==> config.mk <==
export PLATFORM = sky130hd
export DESIGN_NAME = fir_mac_sequencer
export DESIGN_NICKNAME = d
export VERILOG_FILES = /design/src/rtl/fir_mac_sequencer.sv
export SDC_FILE = /design/constraint.sdc
export NUM_CORES = 1
export LEC_CHECK = 0
export ABC_AREA = 1
export ABC_CLOCK_PERIOD_IN_PS = 14700
export CORE_UTILIZATION = 40
export CTS_BUF_LIST = sky130_fd_sc_hd__clkbuf_16
export DETAILED_ROUTE_END_ITERATION = 10
export GPL_TIMING_DRIVEN = 0
export RECOVER_POWER = 50
export SYNTH_ARGS = -nofsm -noshare
export SYNTH_HDL_FRONTEND = slang
export SYNTH_SLANG_ARGS = --single-unit
==> constraint.sdc <==
create_clock -name clk -period 14.7 [get_ports clk]
set_input_delay 4.41 -clock clk [delete_from_list [all_inputs] [get_ports clk]]
set_output_delay 4.41 -clock clk [all_outputs]
set_load 0.005 [all_outputs]
==> src/rtl/fir_mac_sequencer.sv <==
// Time-multiplexed 15-tap FIR: one shared 8x16 MAC stepped over all taps, one tap per clock.
// Define FIR_SEQ_SAT_EN for a 32-bit accumulator with saturation of y; default wraps at 16 bits.
module fir_mac_sequencer (
    input  logic               clk,
    input  logic               rst,
    input  logic signed [7:0]  x,
    input  logic               in_valid,
    output logic               in_ready,
    output logic signed [15:0] y,
    output logic               out_valid,
    input  logic               out_ready,
    input  logic               coef_we,
    input  logic [3:0]         coef_addr,
    input  logic signed [15:0] coef_data,
    output logic               busy
);

    localparam int N = 15;
`ifdef FIR_SEQ_SAT_EN
    localparam int AW = 32;
`else
    localparam int AW = 16;
`endif

    localparam logic signed [15:0] COEF_INIT [N] = '{
        16'sd0, 16'sd3, 16'sd0, -16'sd10, -16'sd15, -16'sd6, 16'sd14, 16'sd29,
        16'sd14, -16'sd6, -16'sd15, -16'sd10, 16'sd0, 16'sd3, 16'sd0
    };

    typedef enum logic [1:0] {IDLE, MAC, OUT} state_t;

    state_t                state_q, state_d;
    logic signed [7:0]     dly_q  [N];
    logic signed [15:0]    coef_q [N];
    logic [3:0]            wp_q, wp_d;
    logic [3:0]            rd_q, rd_d;
    logic [3:0]            k_q, k_d;
    logic signed [AW-1:0]  acc_q, acc_d;
    logic signed [15:0]    y_q, y_d;

    logic signed [23:0]    prod;
    logic signed [AW-1:0]  sum;
    logic signed [15:0]    yFinal;
    logic                  accept;
    logic                  coefWrite;

    assign accept    = (state_q == IDLE) && in_valid;
    assign coefWrite = (state_q == IDLE) && coef_we && (coef_addr < 4'(N));

    assign in_ready  = (state_q == IDLE);
    assign out_valid = (state_q == OUT);
    assign busy      = (state_q != IDLE);
    assign y         = y_q;

    // The read index walks backwards from the newest sample so tap k sees x[n-k].
    always_comb begin
        prod = 24'(dly_q[rd_q]) * 24'(coef_q[k_q]);
`ifdef FIR_SEQ_SAT_EN
        sum = acc_q + 32'(prod);
        if (sum > 32'sd32767)
            yFinal = 16'sh7FFF;
        else if (sum < -32'sd32768)
            yFinal = 16'sh8000;
        else
            yFinal = sum[15:0];
`else
        sum    = acc_q + prod[15:0];
        yFinal = sum;
`endif
    end

    always_comb begin
        state_d = state_q;
        wp_d    = wp_q;
        rd_d    = rd_q;
        k_d     = k_q;
        acc_d   = acc_q;
        y_d     = y_q;
        case (state_q)
            IDLE: begin
                if (in_valid) begin
                    rd_d    = wp_q;
                    wp_d    = (wp_q == 4'(N - 1)) ? 4'd0 : wp_q + 4'd1;
                    k_d     = 4'd0;
                    acc_d   = '0;
                    state_d = MAC;
                end
            end
            MAC: begin
                acc_d = sum;
                k_d   = k_q + 4'd1;
                rd_d  = (rd_q == 4'd0) ? 4'(N - 1) : rd_q - 4'd1;
                if (k_q == 4'(N - 1)) begin
                    y_d     = yFinal;
                    k_d     = 4'd0;
                    state_d = OUT;
                end
            end
            OUT: begin
                if (out_ready)
                    state_d = IDLE;
            end
            default: state_d = IDLE;
        endcase
    end

    always_ff @(posedge clk) begin
        if (rst) begin
            state_q <= IDLE;
            wp_q    <= '0;
            rd_q    <= '0;
            k_q     <= '0;
            acc_q   <= '0;
            y_q     <= '0;
            for (int i = 0; i < N; i++) begin
                dly_q[i]  <= '0;
                coef_q[i] <= COEF_INIT[i];
            end
        end else begin
            state_q <= state_d;
            wp_q    <= wp_d;
            rd_q    <= rd_d;
            k_q     <= k_d;
            acc_q   <= acc_d;
            y_q     <= y_d;
            if (accept)
                dly_q[wp_q] <= x;
            if (coefWrite)
                coef_q[coef_addr] <= coef_data;
        end
    end

endmodule

=== Word level (Yosys, flattened, before mapping) ===
Memories as Yosys holds them, arrays and structs flattened. A register that Yosys moved wholly into a read port is not among the register bits.
Index checks and enable logic that the tools add are counted.

* $add $sub $neg: 4
* $mul: 1
* Order comparisons: 1
* Equal/unequal tests: 7
* Multiplexer cells: 31
* Reduce and logical (&&, ||, !) cells: 13

{| class="wikitable"
|+ Operators with widths
! operator !! number
|-
| $mux 4 || 11
|-
| $mux 16 || 2
|-
| $pmux 16 s2 || 1
|-
| $add 16x16->16 || 1
|-
| $mul 8x16->16 || 1
|-
| $pmux 4 s2 || 2
|-
| $reduce_or 16->1 || 1
|-
| $mux 1 || 10
|-
| $add 4x1->4 const B || 2
|-
| $eq 4x4->1 const B || 2
|-
| $mux 8 || 1
|-
| $reduce_or 8->1 || 1
|-
| $mux 2 || 3
|-
| $pmux 2 s3 || 1
|-
| $reduce_and 2->1 || 3
|-
| $logic_not 4->1 || 1
|-
| $lt 4x4->1 const B || 1
|-
| $ne 2x2->1 const B || 2
|-
| $reduce_bool 2->1 || 2
|-
| $sub 4x1->4 const B || 1
|-
| $logic_and 1x1->1 || 3
|-
| $reduce_and 3->1 || 1
|-
| $eq 2x1->1 const B || 1
|-
| $eq 2x2->1 const B || 1
|-
| 2 further kinds || 2
|}

* Flip-flop bits (word level): 46
* RAM bits: 360
* Output and inout bits: 19
* Word-level logic and storage cells: 65
* Memories kept: 2

{| class="wikitable"
|+ Memory list
! name !! words !! bits a word !! rd ports !! clocked after memory_dff !! write ports !! line !! RTL
|-
| coef_q || 15 || 16 || 1 || 1 || 15 || 34 || <nowiki>logic signed [15:0] coef_q [N];</nowiki>
|-
| dly_q || 15 || 8 || 1 || 1 || 15 || 33 || <nowiki>logic signed [7:0] dly_q [N];</nowiki>
|}

=== Longest topological paths before layout ===
Gate-level depths: netlist of run 1.

* Word-level depth: 8
* Gate-level depth with buffers: 34
* Depth with buffers taken out: 30

=== Worst setup path before layout of run 1 ===
Ideal clock, no wire load.

* Path type: input -> register
* Start: in rst
* End: mem coef_q[6][0], enable pin
* Library setup time: 0.372 ns
* Data arrival time: 5.878 ns
* Data required time: 14.328 ns
* Path slack: 8.450 ns
* Stages on the path: 9
* Buffers on the path: 2
* Cell sequence: clkbuf_1 > inv_1 > nand3_1 > a31oi_1 > nand2_1 > nor2_1 > inv_1 > clkbuf_1 > nand2_1

{| class="wikitable"
|+ RTL lines
! what !! line !! RTL
|-
| from (decl) || 5 || <nowiki>input logic rst,</nowiki>
|-
| to (decl) || 34 ||
|}

==> impl_metrics.json, run 1 <==
{
  "cts_tree": "done",
  "cts_buffer_depth": 3,
  "antenna_cells": 0,
  "drc": 0,
  "timing.final.crit_share_pct": 55.13,
  "post-place-ws_ns": 6.974,
  "pwr-share-clk_pct": 25.3,
  "netSwitchingPower_uw": 1738,
  "gp_congestion": 0.8907,
  "yosysWarningCount": 0,
  "die_w_um": 241.1,
  "slew_viol_final": 9,
  "grt_use_total_pct": 23.02,
  "maxCapViolCount": 1,
  "place_hpwl_um": 47440,
  "port_buffers": 50,
  "crit_required_ns": 15.22,
  "wire_per_inst_um": 19.30,
  "combinationalPowerShare_pct": 42.9,
  "crit_type": "register to register",
  "p_per_area_nw_per_um2": 174.2,
  "grt_antenna_before_repair": 0,
  "min_path_cells": 2,
  "nets": 2753,
  "fp.coreArea_um2": 56390,
  "tns_ns": 0,
  "hold_path.startpoint": "y[6]",
  "area_delta_synth_final_pct": 12.86,
  "finalWorstSetupSlack_ns": 6.596,
  "rsz0062_at_grt": "no",
  "postCtsSetupBuffers": 0,
  "start_util_pct": 40.55,
  "p_sw_share_pct": 38.67,
  "h-tree-depth": 2,
  "hold_viol_final": 0,
  "power_uw": 4495,
  "crit_family": "adder cells",
  "totalWireLength_um": 65610,
  "clk_pin_slew_ns": 0.06,
  "final_cell_area_um2": 25810,
  "grt_pass1_vias": 17670,
  "avgSynthCellArea_um2": 9.176,
  "max_freq_mhz": 123.4,
  "arrival_ns": 8.63,
  "multi_input_area_um2": 8432,
  "synthArstFlopShare_pct": 0,
  "finalSetupViolCount": 0,
  "drtIter0Drc": 1988,
  "seqPwrFrac_pct": 31.8,
  "intPower_uw": 2757,
  "numCtsBuffers": 48,
  "num_vias": 17870,
  "drive_gt1_share_pct": 4.616,
  "ys_seq_elements": 438,
  "hold_path_end": "y[6]",
  "first_pass_iters": 6,
  "status": "finished, violations left",
  "grt_pass1_wl_um": 101300,
  "cts_root_buf": "clkbuf_16",
  "synth-edff-count": 384,
  "path_buf_inv": 6,
  "whs_ns": 0.4577,
  "worstReg2RegEnd": "acc_q[14]",
  "crit_path_max_fanout": 10,
  "dieArea_um2": 58130,
  "maxSlewHeadroom_pct": -6.814,
  "cts_hold_buffers": 0,
  "fin_worst_skew_ns": 0.02054,
  "netlist_area_um2": 22870,
  "fillers": 5518,
  "ctsResizeCount": 0,
  "yosys.area.top_type_share_pct": 50.43,
  "vias_per_cell": 5.258,
  "antenna_left": 0,
  "insertion_delay_ns": 0.60,
  "synth_cells": 2492,
  "cts_sinks": 438,
  "num_rows": 87,
  "reg2reg_depth": 28,
  "die_h_um": 241.1,
  "yosys.cell_types.count": 43,
  "min_period_ns": 8.104,
  "grt_max_degree": 17,
  "leakage_uw": 0.01088,
  "yosysTopAreaCell": "edfxtp_1",
  "hold_class": "register to register",
  "grt.overflow.total": 0,
  "ios": 52,
  "start_kind": "register",
  "r2r_setup_slack_ns": 6.60,
  "worstMarginPinSlew_ns": 1.590,
  "ys.flop_type": "edfxtp_1",
  "slowest_delay_ns": 0.65,
  "crit_slowest_cell": "clkbuf_1",
  "end_kind": "register",
  "ir_worst_vdd_mv": 0.1948,
  "yosys-top-cells-area": "edfxtp_1, nand2_1, nor2_1, fa_1, inv_1",
  "seqCellArea_um2": 12610,
  "seq_area_frac_synth_pct": 55.15,
  "placed_area_um2": 24370,
  "violations": "capacitance limit, slew limit"
}
routing by layer:
metal  share of wire [%]  vias up  global-route usage, %
met5                   0        -                      0
met1                  42     8706                  30.48
met4                 2.6        0                  7.135
li1                    -     8243                      -
met3                 7.7      110                  3.145
met2                  48      812                  39.05
worst max-delay path by stage:
stage,end,slack [ns],cells past startpoint
final,acc_q[14],6.60,28
after floorplan,coef_q[6][0],8.45,9
after global placement,coef_q[8][9],7.02,8
after detailed placement,coef_q[8][9],6.97,8
after global routing,y[14],6.17,28
after CTS,acc_q[14],7.23,28
layout make-up:
cell class / instances / share of cell area (%)
timing repair buffer: 50 / 1.939
clock inverter: 38 / 0.9308
clock buffer: 48 / 4.654
sequential: 438 / 48.87
tap: 756 / 3.665
buffer: 133 / 2.463
multi-input combinational: 1606 / 32.67
inverter: 330 / 4.809
flip-flops by register name (all words and copies together) (netlist names), named ones only:
name and cells:
wp_q 4, rd_q 4, k_q 4, dly_q 128
y 16, acc_q 16, coef_q 256, state_q 2
tightest hold or removal path: cells and delay by family (launching register included):
family / cells / cell delay, ns
and+or+nand+nor: 1 / 0.06
AOI/OAI and AO/OA: 1 / 0.05
DFF: 1 / 0.31
placed cells by master, fill, tap and decap left out, types with 22 or more instances in the layout:
cell type	instances
nand2_1	602
inv_1	334
ha_1	38
dlygate4sd3_1	45
o211ai_1	23
clkbuf_16	48
a21oi_1	39
o221ai_1	26
nand3_1	170
nor2_1	434
clkbuf_1	88
buf_2	22
dfxtp_1	54
edfxtp_1	384
o21ai_0	111
fa_1	75
through the flow:
stage                     util (%)  instances
after floorplan                  -       2507
after global placement       43.22       3313
after detailed placement     43.23       3313
after CTS                    45.78       3399
after global routing         45.77       3399
final                        45.77       3399
cells in the mapped netlist, types with 3 or more instances:
master,n
nand3b_1,3
a21oi_1,39
nand3_2,3
o21ai_0,111
a31oi_1,3
nand2_2,8
nand3_1,170
ha_1,38
nor3_1,8
inv_1,320
xnor2_1,7
buf_2,24
edfxtp_1,384
dfxtp_1,54
clkbuf_1,86
o22ai_1,7
fa_1,75
xor2_1,9
o21ai_1,8
nor2_1,434
nand2_1,602
buf_4,15
inv_2,5
clkinv_1,4
o221ai_1,26
buf_6,7
o211ai_1,23
cells by family (layout without fill, tap and decap cells):
logic type      after synthesis  count (layout)  share of synthesized area (%)
flops                       438             438                          55.15
fa+ha+maj                   113             113                          8.645
buf+inv                     463             599                          8.218
simple gates               1236            1236                          21.59
compound gates              225             225                          5.762
other cells                   1              16                        0.01640
xor+xnor                     16              16                         0.6129
power by group through the flow:
stage	logic, uW	clock network (uW)	registers [uW]
6_report	1930	1140	1430
5_1_grt	2230	1190	1430
4_1_cts	1940	1150	1430
3_5_place_dp	1920	0	1450
3_3_place_gp	1910	0	1450
2_1_floorplan	1450	0	1440
Note: power is estimated with default switching activity, not from simulation.
==> inputs of run 2 (changes only) <==
- ABC_CLOCK_PERIOD_IN_PS: 14700 -> 8200
- clock period: 14.7 -> 8.2 ns (I/O delays scaled with it)
==> impl_metrics.json, run 2 (same netlist as run 1, synthesis figures left out) <==
{
  "drtIter0Drc": 1983,
  "maxCapViolCount": 1,
  "antenna_left": 0,
  "ios": 52,
  "crit_type": "register to register",
  "gp_congestion": 0.8907,
  "num_vias": 17870,
  "cts_root_buf": "clkbuf_16",
  "rsz0062_at_grt": "no",
  "hold_path.startpoint": "y[6]",
  "cts_sinks": 438,
  "whs_ns": 0.4577,
  "placed_cells": 3313,
  "antenna_cells": 0,
  "end_kind": "register",
  "reg2reg_depth": 28,
  "fin_worst_skew_ns": 0.02216,
  "hold_path_end": "y[6]",
  "grt_use_total_pct": 23.02,
  "r2r_setup_slack_ns": 0.68,
  "grt_max_degree": 17,
  "nets": 2753,
  "violations": "capacitance limit, slew limit",
  "grt_antenna_before_repair": 0,
  "cts_tree": "done",
  "min_period_ns": 7.520,
  "vias_per_cell": 5.259,
  "place_hpwl_um": 47440,
  "mostFrequentLayoutCell": "nand2_1",
  "ctsResizeCount": 0,
  "arrival_ns": 8.04,
  "cts_buffer_depth": 3,
  "ir_worst_vdd_mv": 0.3492,
  "grt.overflow.total": 0,
  "port_buffers": 50,
  "cts_hold_buffers": 0,
  "h-tree-depth": 2,
  "hold_class": "register to register",
  "start_util_pct": 40.55,
  "drc": 0,
  "top_register": "coef_q",
  "die_w_um": 241.1,
  "power_uw": 8058,
  "worstReg2RegEnd": "acc_q[14]",
  "crit_slowest_cell": "clkbuf_1",
  "wire_per_inst_um": 19.28,
  "die_h_um": 241.1,
  "postCtsSetupBuffers": 0,
  "finalCoreUtilization_pct": 45.78,
  "fp.coreArea_um2": 56390,
  "largest_register_ffs": 256,
  "tns_ns": 0,
  "timing.final.crit_share_pct": 91.71,
  "min_path_cells": 2,
  "crit_required_ns": 8.72,
  "maxSlewHeadroom_pct": -6.849,
  "slew_viol_final": 9,
  "num_rows": 87,
  "final_cell_mix": "nand2_1, nor2_1, edfxtp_1",
  "dieArea_um2": 58130,
  "status": "finished, violations left",
  "worstMarginPinSlew_ns": 1.590,
  "area_delta_synth_final_pct": 12.87,
  "start_kind": "register",
  "grt_pass1_vias": 17670,
  "clk_pin_slew_ns": 0.06,
  "drive_gt1_share_pct": 4.729,
  "totalWireLength_um": 65540,
  "hold_viol_final": 0,
  "crit_path_max_fanout": 10,
  "max_freq_mhz": 133.0,
  "leakage_uw": 0.01088,
  "slowest_delay_ns": 0.60,
  "grt_pass1_wl_um": 101300,
  "numCtsBuffers": 48,
  "largestRegisters": "coef_q x256, dly_q x128",
  "stdcell_count": 3399,
  "finalSetupViolCount": 0,
  "first_pass_iters": 6,
  "p_per_area_nw_per_um2": 312.2,
  "insertion_delay_ns": 0.60
}
-- run 2: cell count changes in the layout (fill, tap and decap cells not counted) --
cell,change
buf_2,+2
clkbuf_1,-2
inv_1,-1
inv_2,+1
-- run 2: how the worst max path moves through the flow --
| stage | startpoint | to | depth (start not counted) |
|---|---|---|---|
| 6_report | register | acc_q[14] | 28 |
| 5_1_grt | register | y[14] | 28 |
| 4_1_cts | register | acc_q[14] | 28 |
| 3_5_place_dp | register | y[14] | 28 |
| 3_3_place_gp | register | acc_q[14] | 31 |
| 2_1_floorplan | register | y[14] | 28 |
-- run 2: area by class of cell --
| cell class | instances | area, um^2 |
|---|---|---|
| repair buffers | 50 | 500.5 |
| plain buffers | 133 | 638.1 |
| flip-flops and latches | 438 | 12610 |
| fillers | 5516 | 30580 |
| well taps | 756 | 945.9 |
| inverters | 330 | 1241 |
| multi-input cells | 1606 | 8432 |
| clock inverters | 38 | 240.2 |
| clock buffers | 48 | 1201 |
-- run 2: layer usage --
metal  share of wire [%]  GRT usage, %
met5                   0             0
met4                 2.5         7.135
met3                 7.6         3.145
met2                  48         39.05
met1                  42         30.48
-- run 2: per-stage QoR --
stage	cell area (um^2)	worst slack, ns
after floorplan	22920	2.295
after CTS	25820	0.7307
after global routing	25810	0.2545
after detailed placement	24370	0.7637
after global placement	24370	0.7932
final	25810	0.6801
-- run 2: report_power, final --
part	switching [uW]	leakage [uW]	total, uW	internal, uW
Clock	911	0.000756	2040	1120
Combinational	2170	0.00603	3460	1290
Sequential	37.2	0.00410	2560	2520
-- run 2: critical path, delay by kind of cell, from the launching register on --
| family | cells | cell delay, ns |
|---|---|---|
| xor gates and xnor gates | 1 | 0.16 |
| AOI/OAI and AO/OA | 7 | 1.38 |
| and+or+nand+nor | 8 | 1.10 |
| adders and majority gates | 6 | 2.81 |
| buffers and inverters | 6 | 1.60 |
| DFF | 1 | 0.37 |
==> inputs of run 3 (changes only) <==
- CAP_MARGIN: unset -> 10
- CORE_MARGIN: unset -> 2
- CORE_UTILIZATION: 40 -> 45
==> impl_metrics.json, run 3 (same netlist as run 1, synthesis figures left out) <==
{
  "status": "finished, violations left",
  "violations": "capacitance limit, slew limit",
  "arrival_ns": 7.92,
  "hold_path.startpoint": "y[6]",
  "top_register": "coef_q",
  "worstMarginPinSlew_ns": 1.812,
  "totalWireLength_um": 65010,
  "vias_per_cell": 5.325,
  "slowest_delay_ns": 0.53,
  "clk_pin_slew_ns": 0.06,
  "insertion_delay_ns": 0.60,
  "pwr-share-clk_pct": 25.9,
  "ios": 52,
  "postCtsSetupBuffers": 0,
  "crit_type": "register to register",
  "fp.coreArea_um2": 50170,
  "cts_hold_buffers": 0,
  "r2r_setup_slack_ns": 0.78,
  "numCtsBuffers": 48,
  "largest_register_ffs": 256,
  "slew_viol_final": 9,
  "seqPwrFrac_pct": 31.4,
  "drc": 0,
  "wire_per_inst_um": 19.61,
  "finalSetupViolCount": 0,
  "port_buffers": 50,
  "dieArea_um2": 52630,
  "nets": 2753,
  "grt_use_total_pct": 25.06,
  "drive_gt1_share_pct": 4.994,
  "grt_antenna_before_repair": 1,
  "tns_ns": 0,
  "hold_viol_final": 0,
  "netSwitchingPower_uw": 3130,
  "hold_class": "register to register",
  "first_pass_iters": 8,
  "p_per_area_nw_per_um2": 316.7,
  "grt_max_degree": 17,
  "gp_congestion": 0.9053,
  "cts_buffer_depth": 3,
  "crit_top_cell": "nand2_1",
  "rsz0062_at_grt": "no",
  "cts_root_buf": "clkbuf_16",
  "leakage_uw": 0.01091,
  "ctsResizeCount": 0,
  "h-tree-depth": 2,
  "grt.overflow.total": 0,
  "largestRegisters": "coef_q x256, dly_q x128",
  "maxSlewHeadroom_pct": -21.71,
  "cts_sinks": 438,
  "crit_slowest_cell": "fa_1",
  "die_h_um": 229.4,
  "place_hpwl_um": 46770,
  "placed_area_um2": 24270,
  "num_vias": 17660,
  "drtIter0Drc": 2188,
  "num_rows": 82,
  "mostFrequentLayoutCell": "nand2_1",
  "start_kind": "register",
  "die_w_um": 229.4,
  "cts_tree": "done",
  "maxCapViolCount": 1,
  "final_cell_mix": "nand2_1, nor2_1, edfxtp_1",
  "antenna_left": 0,
  "area_delta_synth_final_pct": 12.72,
  "intPower_uw": 5032,
  "combinationalPowerShare_pct": 42.7,
  "crit_path_max_fanout": 10,
  "max_freq_mhz": 134.8,
  "ir_worst_vdd_mv": 0.4379,
  "p_sw_share_pct": 38.35,
  "grt_pass1_wl_um": 101400,
  "fin_worst_skew_ns": 0.02490,
  "min_period_ns": 7.417,
  "final_cell_area_um2": 25770,
  "timing.final.crit_share_pct": 90.45,
  "grt_pass1_vias": 17400,
  "start_util_pct": 45.58,
  "end_kind": "register",
  "crit_required_ns": 8.70
}
[run 3: cell types whose count changed in the layout (fill, tap and decap cells not counted), sizes merged]
cell / previous run / this run
clkbuf: 134 / 135
bufinv: 2 / 4
clkinvlp: 0 / 1
inv: 342 / 338
diode: 0 / 1
[run 3: path summary, 6_finish.rpt]
path,endpoint,depth (start not counted)
max,acc_q[14],31
min,y[6],2
max reg2reg,acc_q[14],31
min reg2reg,y[6],2
[run 3: metrics by stage]
stage	std cells	power, uW	setup slack [ns]	hold WS (ns)	util (%)
floorplan	2507	5181	2.295	0.4453	-
global placement	3229	6022	0.8710	0.4505	48.36
detailed placement	3229	6075	0.8484	0.4550	48.37
CTS	3315	8199	0.7877	0.4651	51.38
global route	3315	8772	0.2770	0.4895	51.37
finish	3316	8162	0.7828	0.4591	51.37
[run 3: critical path, delay by kind of cell (launching register included)]
| kind | cells | cell delay, ns |
|---|---|---|
| adder cells (fa/ha/maj) | 7 | 2.67 |
| XOR/XNOR | 1 | 0.16 |
| AND/OR/NAND/NOR | 8 | 1.05 |
| flip-flops | 1 | 0.37 |
| AO/OA/AOI/OAI | 7 | 1.52 |
| buffers and inverters | 8 | 1.52 |
[run 3: power groups by stage]
stage          combinational (uW)  clock, uW  sequential (uW)
2_1_floorplan                2590          0             2590
3_3_place_gp                 3420          0             2600
3_5_place_dp                 3470          0             2610
4_1_cts                      3500       2140             2560
5_1_grt                      3990       2220             2570
6_report                     3490       2120             2560
[run 3: layer usage]
metal | track usage (%) | up-vias | share of wire [%]
li1 | - | 8257 | -
met1 | 34.05 | 8520 | 42
met2 | 41.63 | 767 | 48
met3 | 3.449 | 113 | 8.0
met4 | 8.015 | 0 | 2.7
met5 | 0 | - | 0
[run 3: layout make-up]
cell class	instances	area, um^2
inverters	330	1241
well taps	672	840.8
fillers	4648	24400
plain buffers	133	638.1
diodes	1	2.502
multi-input cells	1606	8432
flip-flops and latches	438	12610
repair buffers	50	500.5
clock inverters	37	281.5
clock buffers	49	1226
